===== config.mk =====
export PLATFORM = sky130hd
export DESIGN_NAME = io_sched
export DESIGN_NICKNAME = d
export VERILOG_FILES = /design/src/rtl/io_sched_pkg.sv /design/src/rtl/io_rx_fifo.sv /design/src/rtl/io_sched.sv
export SDC_FILE = /design/constraint.sdc
export NUM_CORES = 1
export LEC_CHECK = 0
export CAP_MARGIN = 20
export CORE_MARGIN = 5
export CORE_UTILIZATION = 62
export DETAILED_ROUTE_END_ITERATION = 12
export PLACE_DENSITY = 0.85
export RECOVER_POWER = 50
export SETUP_SLACK_MARGIN = 0.3
export SYNTH_ARGS = -nofsm -noshare
export SYNTH_HDL_FRONTEND = slang
export SYNTH_SLANG_ARGS = --single-unit

===== constraint.sdc =====
create_clock -name clk -period 7.19 [get_ports clk]
set_input_delay 0.719 -clock clk [delete_from_list [all_inputs] [get_ports clk]]
set_output_delay 0.719 -clock clk [all_outputs]
set_load 0.05 [all_outputs]

===== src/rtl/io_sched_pkg.sv =====
// io_sched_pkg: shared types and constants for the io_sched byte scheduler.
//   rx_state_e       : CPU-input assembly FSM states
//   tx_state_e       : UART-sender control FSM states
//   HELLO_BYTE_DEFAULT: byte announced on the sender after every reset
package io_sched_pkg;

    typedef enum logic [1:0] {
        R_IDLE    = 2'd0,
        R_COLLECT = 2'd1,
        R_ACK     = 2'd2
    } rx_state_e;

    typedef enum logic [2:0] {
        T_HELLO = 3'd0,
        T_IDLE  = 3'd1,
        T_START = 3'd2,
        T_BUSY  = 3'd3,
        T_DRAIN = 3'd4
    } tx_state_e;

    localparam logic [7:0] HELLO_BYTE_DEFAULT = 8'hAA;

endpackage


===== src/rtl/io_rx_fifo.sv =====
// io_rx_fifo: circular byte FIFO between the UART receiver and the RX FSM.
//   clk, rstn    : clock, asynchronous active-low reset
//   push_i       : write push_data_i this cycle (dropped when full without a pop)
//   pop_i        : consume the head byte this cycle (ignored when empty)
//   pop_data_o   : head byte, valid while empty_o is low
//   empty_o      : no byte stored
//   count_o      : occupancy, 0..DEPTH
//   overflow_o   : sticky, set when a pushed byte was dropped
module io_rx_fifo
    import io_sched_pkg::*;
#(
    parameter int DEPTH = 16
) (
    input  logic                     clk,
    input  logic                     rstn,
    input  logic                     push_i,
    input  logic [7:0]               push_data_i,
    input  logic                     pop_i,
    output logic [7:0]               pop_data_o,
    output logic                     empty_o,
    output logic [$clog2(DEPTH):0]   count_o,
    output logic                     overflow_o
);

    localparam int AW = $clog2(DEPTH);
    localparam int CW = AW + 1;

    logic [7:0]    mem_q [DEPTH];
    logic [AW-1:0] head_q, tail_q;
    logic [CW-1:0] count_q;
    logic          overflow_q;

    logic full, empty, pop_ok, push_ok;

    assign full    = (count_q == CW'(DEPTH));
    assign empty   = (count_q == '0);
    assign pop_ok  = pop_i & ~empty;
    // A pop in the same cycle frees a slot, so a push on full still lands.
    assign push_ok = push_i & (~full | pop_ok);

    // Storage is not reset; the pointers and count define what is valid.
    always_ff @(posedge clk) begin
        if (push_ok) begin
            mem_q[tail_q] <= push_data_i;
        end
    end

    always_ff @(posedge clk or negedge rstn) begin
        if (!rstn) begin
            head_q     <= '0;
            tail_q     <= '0;
            count_q    <= '0;
            overflow_q <= 1'b0;
        end else begin
            if (push_ok) tail_q <= tail_q + AW'(1);
            if (pop_ok)  head_q <= head_q + AW'(1);
            case ({push_ok, pop_ok})
                2'b10:   count_q <= count_q + CW'(1);
                2'b01:   count_q <= count_q - CW'(1);
                default: count_q <= count_q;
            endcase
            if (push_i && !push_ok) overflow_q <= 1'b1;
        end
    end

    // Empty comes from the registered count, so a byte written this cycle
    // is never visible to the reader until the next one.
    assign pop_data_o = mem_q[head_q];
    assign empty_o    = empty;
    assign count_o    = count_q;
    assign overflow_o = overflow_q;

endmodule


===== src/rtl/io_sched.sv =====
// io_sched: glue between a UART receiver/sender pair and a CPU request port.
//   clk, rstn          : clock, asynchronous active-low reset
//   rx_data, rx_valid  : receiver byte; one byte captured per rising rx_valid
//   tx_data, tx_start  : byte and one-cycle start pulse to the sender
//   tx_busy            : sender is transmitting
//   in_req, in_word    : CPU read request (held until in_ack), 4-byte or 1-byte
//   in_ack, in_data    : one-cycle completion pulse, assembled value (held)
//   out_req, out_data  : CPU write request (held until out_ack), byte to send
//   out_ack            : one-cycle acceptance pulse
//   rx_count           : receive FIFO occupancy
//   rx_overflow        : sticky, a received byte was dropped
//   rx_state_dbg, tx_state_dbg : current FSM states for observation
// Handshakes: in_req/out_req are levels the CPU holds until the matching
// one-cycle ack; the ack cycle is the only cycle the request is consumed.
module io_sched
    import io_sched_pkg::*;
#(
    parameter int         DEPTH      = 16,
    parameter logic [7:0] HELLO_BYTE = HELLO_BYTE_DEFAULT
) (
    input  logic                   clk,
    input  logic                   rstn,
    input  logic [7:0]             rx_data,
    input  logic                   rx_valid,
    output logic [7:0]             tx_data,
    output logic                   tx_start,
    input  logic                   tx_busy,
    input  logic                   in_req,
    input  logic                   in_word,
    output logic                   in_ack,
    output logic [31:0]            in_data,
    input  logic                   out_req,
    input  logic [7:0]             out_data,
    output logic                   out_ack,
    output logic [$clog2(DEPTH):0] rx_count,
    output logic                   rx_overflow,
    output rx_state_e              rx_state_dbg,
    output tx_state_e              tx_state_dbg
);

    // ---------------- receive capture and FIFO ----------------
    logic       rx_valid_q;
    logic       fifo_push, fifo_pop, fifo_empty;
    logic [7:0] fifo_rdata;

    // Edge detect so a long rx_valid level yields exactly one byte.
    assign fifo_push = rx_valid & ~rx_valid_q;

    always_ff @(posedge clk or negedge rstn) begin
        if (!rstn) rx_valid_q <= 1'b0;
        else       rx_valid_q <= rx_valid;
    end

    io_rx_fifo #(.DEPTH(DEPTH)) u_fifo (
        .clk         (clk),
        .rstn        (rstn),
        .push_i      (fifo_push),
        .push_data_i (rx_data),
        .pop_i       (fifo_pop),
        .pop_data_o  (fifo_rdata),
        .empty_o     (fifo_empty),
        .count_o     (rx_count),
        .overflow_o  (rx_overflow)
    );

    // ---------------- RX (CPU input) FSM ----------------
    rx_state_e   rx_state_q, rx_state_d;
    logic        word_q, word_d;
    logic [1:0]  bcnt_q, bcnt_d;
    logic [23:0] asm_q, asm_d;     // first three bytes of a word, oldest on top
    logic [31:0] in_data_q, in_data_d;

    always_ff @(posedge clk or negedge rstn) begin
        if (!rstn) begin
            rx_state_q <= R_IDLE;
            word_q     <= 1'b0;
            bcnt_q     <= '0;
            asm_q      <= '0;
            in_data_q  <= '0;
        end else begin
            rx_state_q <= rx_state_d;
            word_q     <= word_d;
            bcnt_q     <= bcnt_d;
            asm_q      <= asm_d;
            in_data_q  <= in_data_d;
        end
    end

    always_comb begin
        rx_state_d = rx_state_q;
        word_d     = word_q;
        bcnt_d     = bcnt_q;
        asm_d      = asm_q;
        in_data_d  = in_data_q;
        fifo_pop   = 1'b0;
        case (rx_state_q)
            R_IDLE: begin
                if (in_req) begin
                    word_d     = in_word;
                    bcnt_d     = '0;
                    rx_state_d = R_COLLECT;
                end
            end
            R_COLLECT: begin
                if (!in_req) begin
                    // Abort: partial bytes in asm_q are simply never used.
                    rx_state_d = R_IDLE;
                end else if (!fifo_empty) begin
                    fifo_pop = 1'b1;
                    asm_d    = {asm_q[15:0], fifo_rdata};
                    bcnt_d   = bcnt_q + 2'd1;
                    if (!word_q) begin
                        in_data_d  = {24'h0, fifo_rdata};
                        rx_state_d = R_ACK;
                    end else if (bcnt_q == 2'd3) begin
                        in_data_d  = {asm_q, fifo_rdata};
                        rx_state_d = R_ACK;
                    end
                end
            end
            R_ACK:   rx_state_d = R_IDLE;
            default: rx_state_d = R_IDLE;
        endcase
    end

    assign in_ack       = (rx_state_q == R_ACK);
    assign in_data      = in_data_q;
    assign rx_state_dbg = rx_state_q;

    // ---------------- TX (sender control) FSM ----------------
    tx_state_e  tx_state_q, tx_state_d;
    logic [7:0] tx_data_q, tx_data_d;

    always_ff @(posedge clk or negedge rstn) begin
        if (!rstn) begin
            tx_state_q <= T_HELLO;
            tx_data_q  <= '0;
        end else begin
            tx_state_q <= tx_state_d;
            tx_data_q  <= tx_data_d;
        end
    end

    always_comb begin
        tx_state_d = tx_state_q;
        tx_data_d  = tx_data_q;
        out_ack    = 1'b0;
        case (tx_state_q)
            T_HELLO: begin
                if (!tx_busy) begin
                    tx_data_d  = HELLO_BYTE;
                    tx_state_d = T_START;
                end
            end
            T_IDLE: begin
                if (out_req) begin
                    tx_data_d  = out_data;
                    out_ack    = 1'b1;
                    tx_state_d = T_START;
                end
            end
            T_START: tx_state_d = T_BUSY;
            T_BUSY:  if (tx_busy)  tx_state_d = T_DRAIN;
            T_DRAIN: if (!tx_busy) tx_state_d = T_IDLE;
            default: tx_state_d = T_HELLO;
        endcase
    end

    assign tx_start     = (tx_state_q == T_START);
    assign tx_data      = tx_data_q;
    assign tx_state_dbg = tx_state_q;

endmodule

==> results.txt <==
After detailed routing, the number of vias per cell comes to 5.94. 0 antenna diodes ended up in the layout. The startpoint identified for the worst hold timing path is bcnt_q[0]. Summed over all layers, the global routing overflow is 0. After filler insertion, the fill cell instance count of the layout stands at 776. After detailed routing, the average wire length per cell comes to 19.7 um. The final reports fail on capacitance limit, slew limit.

In this run, synthesis inferred 128 flip-flops with an integrated enable. In the final routing, the length of wire on met1 measures 7110 um. The proportion of layout cells with a drive suffix above 1 works out to 0.0963. The run gives 4.60 ns as the signal arrival time at the worst endpoint.

The area growth from synthesis to layout was 16.8%. In this run the worst hold path is classified as flip-flop to flip-flop. The clock transition time at the flip-flop clock pins of the worst setup and hold paths was 0.06 ns. The initial antenna violation count was 0; the peak ir drop on the vdd network was 0.245 mV.

The logs give 113 for the final count of pins violating max slew and 8760 um for the detailed-routed wire length on met2. The remaining antenna violation count after routing was 0. The worst setup path is captured at a flip-flop. The die covers 0.0165 mm2. The number of nets produced by synthesis is 671, and the slew of the pin with the lowest slew margin is 2.51 ns. The first routing iteration left 622 violations.

Dominant cell type by area after synthesis: sky130_fd_sc_hd__edfxtp_1. Clock skew on the completed layout was measured at 0.00788 ns. Counting tap cells, the placed design contains a total of 865 instances. The die outline height works out to 129 um. The flow ran to the end, but the final reports show violations. The first TritonRoute pass finished after 6 iterations. Signal routing reaches up to met4. In this run the power spent charging and discharging nets is 1710 uW. Setup violations remaining at the end of the flow were counted as 0. The synthesized area was 0.00871 mm2. The fraction of power spent switching nets came out at 0.383.

The clock passes through at most 3 buffers. Row generation in the floorplan step produced 43 rows. Entering global routing, the biggest net connects 88 pins.

The most common cell in the synthesized netlist is sky130_fd_sc_hd__nand2_1. Counting the buffers created by CTS gives 21. Highest net fanout along the worst path: 22. The tools report the clock share of power as 0.225. Measured along the x axis, the die boundary spans 129 um.

The number of top-level design ports is 77. Setup repair after global routing left no endpoint under its margin. The part of the power in registers was 0.404; the depth of the worst hold-timing path was 1. By startpoint and endpoint, the worst setup path is classified as flip-flop to flip-flop.

The sequential cell area fraction in the yosys report came out at 0.691. The number of sinks driven by the clock tree came out at 215. The startpoint type of the worst setup path was a flip-flop.

The total vias in the final route is 5392. The endpoint of the worst hold-timing path was bcnt_q[0]. Clock tree root buffer cell: sky130_fd_sc_hd__clkbuf_16.

For the number of warnings reported in the yosys synthesis log, the log shows 0. The final weighted congestion in routability-driven placement is 0.842, and the met3 routed wirelength is 1470 um. The finished layout holds 907 standard cells, fillers aside.

The post-cts resize count was 0; the area share of the largest cell type after synthesis was 0.441. Synthesis inferred 215 register bits. Power spread over the standard cell area amounts to 440 mW/mm2.

Launch point of the worst reg-to-reg path: u_fifo.count_o[1]. The core region is 0.0138 mm2. The tools report the endpoint of the worst-slack reg-to-reg timing path as u_fifo.count_o[4].

STA puts the critical path data required time at 7.56 ns. The tools report the number of DRC violations after detailed routing as 0. After synthesis, the most frequently instantiated cells are 153 x sky130_fd_sc_hd__nand2_1, 128 x sky130_fd_sc_hd__edfxtp_1, 87 x sky130_fd_sc_hd__dfrtp_1. After detailed routing, the total wire length is 17800 um.

The logs give 2.96 ns for the reg2reg setup slack and 0 for the number of setup buffers added after CTS. For this run, the post-layout net count is 747. The period utilization is 0.588, and the overall routing resource usage is 0.220. The global-route wire length before repair was 28400 um; the fraction of registers with async set or reset after synthesis was 0.405. The logs give 0.630 for the initial core utilization and 236 MHz for the highest achievable clock rate.

The worst-case reg-to-reg path depth is 10. At the later pin of the worst-skew pair, clock insertion delay measures 0.49 ns. Number of port buffers: 76. The internal portion of total power was 2760 uW; the overall power was 4470 uW. Yosys mapped the design onto 44 distinct sky130hd cell types.

The post-synthesis average cell area was 13.7 um2; the number of max-cap violations was 3. After clock tree synthesis, the flow added hold-fix buffers numbering 0. The half-perimeter wire length of the detailed placement result was 11100 um; the minimum period implied by the final worst setup slack was 4.23 ns. The level count of the clock H-tree is 1, and the worst slew margin relative to its limit is -0.675.

TritonCTS built the clock tree. In the post-synthesis netlist, the biggest area contributors are sky130_fd_sc_hd__edfxtp_1 44%, sky130_fd_sc_hd__dfrtp_1 25%, sky130_fd_sc_hd__nand2_1 6.6%. The tools report the number of hold-slack violations in the final timing report as 0. The post-route setup TNS is 0 ns. In the synthesized netlist the dominant register cell turns out to be sky130_fd_sc_hd__edfxtp_1. Summed over all cells, the static leakage comes to 0.00391 uW. The via count of the first global-routing pass came out at 5258. The combinational group share of total power came out at 0.371. The count of mapped cells out of synthesis was 638.
power groups by stage:
| stage | sequential, uW | clock (uW) | combinational, uW |
|---|---|---|---|
| after CTS | 1810 | 1020 | 1670 |
| after detailed placement | 1830 | 0 | 1650 |
| after floorplan | 2150 | 0 | 812 |
| final | 1810 | 1000 | 1660 |
| after global placement | 1810 | 0 | 1610 |
| after global routing | 1840 | 1080 | 1780 |
logic make-up (layout without fill, tap and decap cells):
| logic type | after synthesis | after routing | synth area share |
|---|---|---|---|
| AOI/OAI and AO/OA | 99 | 99 | 0.0651 |
| xor gates and xnor gates | 10 | 10 | 0.0101 |
| adders and majority gates | 10 | 10 | 0.0152 |
| buffers and inverters | 55 | 144 | 0.0296 |
| DFF | 215 | 215 | 0.691 |
| muxes | 45 | 45 | 0.0878 |
| and+or+nand+nor | 204 | 204 | 0.101 |
state kept, by name, indices dropped and copies added, names as in the netlist:
signal,flops
asm_q,24
bcnt_q,2
in_data,32
rx_state_dbg,2
rx_valid_q,1
tx_data,8
tx_state_dbg,3
u_fifo.count_o,5
u_fifo.head_q,4
u_fifo.mem_q,128
u_fifo.overflow_o,1
u_fifo.tail_q,4
word_q,1
worst max-delay path, cell delays in order, from the launching register on:
cell and delay (ns):
sky130_fd_sc_hd__dfrtp_1 0.41, sky130_fd_sc_hd__nor4_1 1.05, sky130_fd_sc_hd__a21oi_1 0.82, sky130_fd_sc_hd__nand2_1 0.34, sky130_fd_sc_hd__inv_1 0.13, sky130_fd_sc_hd__ha_1 0.37
sky130_fd_sc_hd__nor2b_1 0.16, sky130_fd_sc_hd__o21ai_0 0.17, sky130_fd_sc_hd__a211o_1 0.36, sky130_fd_sc_hd__a32oi_1 0.20, sky130_fd_sc_hd__o21ai_0 0.10
metal layers:
metal / track usage / vias to the layer above
met1: 0.308 / 2663
li1: - / 2422
met5: 0 / -
met2: 0.363 / 263
met3: 0.0361 / 44
met4: 0.0698 / 0
final cells by class:
type	count	area [um2]	share of cell area
multi-input combinational	368	2410	0.237
clock buffer	29	566	0.0556
timing repair buffer	85	812	0.0798
inverter	23	86.3	0.00849
clock inverter	7	56.3	0.00553
sequential	215	6020	0.592
tap	180	225	0.0221
stage by stage:
stage	area (um2)	hold slack, ns	setup WS (ns)	utilization
after floorplan	8710	0.423	4.20	-
after global placement	9550	0.457	3.37	0.691
after detailed placement	9550	0.464	3.22	0.691
after CTS	10200	0.459	3.68	0.736
after global routing	10200	0.494	2.22	0.736
final	10200	0.476	2.96	0.736
worst max path at each step:
| stage | start | end | slack (ns) | cells after the start |
|---|---|---|---|---|
| 6_report | u_fifo.count_o[1] | u_fifo.count_o[4] | 2.96 | 10 |
| 2_1_floorplan | rx_state_dbg[0] | u_fifo.count_o[4] | 4.20 | 10 |
| 4_1_cts | in_req | u_fifo.count_o[4] | 3.68 | 10 |
| 3_5_place_dp | in_req | u_fifo.count_o[4] | 3.22 | 10 |
| 3_3_place_gp | in_req | u_fifo.count_o[4] | 3.37 | 10 |
| 5_1_grt | rstn | tx_data[0] | 2.22 | 2 |
placed cells by master, fill, tap and decap left out, types with 4 or more instances in the layout:
cell type	netlist	routed
sky130_fd_sc_hd__dfrtp_1	87	86
sky130_fd_sc_hd__o22a_1	6	6
sky130_fd_sc_hd__edfxtp_1	128	128
sky130_fd_sc_hd__xnor2_1	9	9
sky130_fd_sc_hd__dlygate4sd3_1	0	11
sky130_fd_sc_hd__o21ai_0	58	58
sky130_fd_sc_hd__clkbuf_1	12	10
sky130_fd_sc_hd__mux2_2	11	11
sky130_fd_sc_hd__clkbuf_16	0	21
sky130_fd_sc_hd__and2_1	10	8
sky130_fd_sc_hd__nand3_1	5	5
sky130_fd_sc_hd__nand2_1	153	153
sky130_fd_sc_hd__nor2b_1	4	4
sky130_fd_sc_hd__a31oi_1	7	8
sky130_fd_sc_hd__nor2_1	10	10
sky130_fd_sc_hd__nor3_1	4	4
sky130_fd_sc_hd__nand2b_1	5	5
sky130_fd_sc_hd__mux4_2	24	24
sky130_fd_sc_hd__a21oi_1	15	16
sky130_fd_sc_hd__mux2i_1	10	10
sky130_fd_sc_hd__ha_1	9	9
sky130_fd_sc_hd__clkdlybuf4s50_1	0	64
sky130_fd_sc_hd__inv_1	23	23
Power figures use the tool's default switching activity.
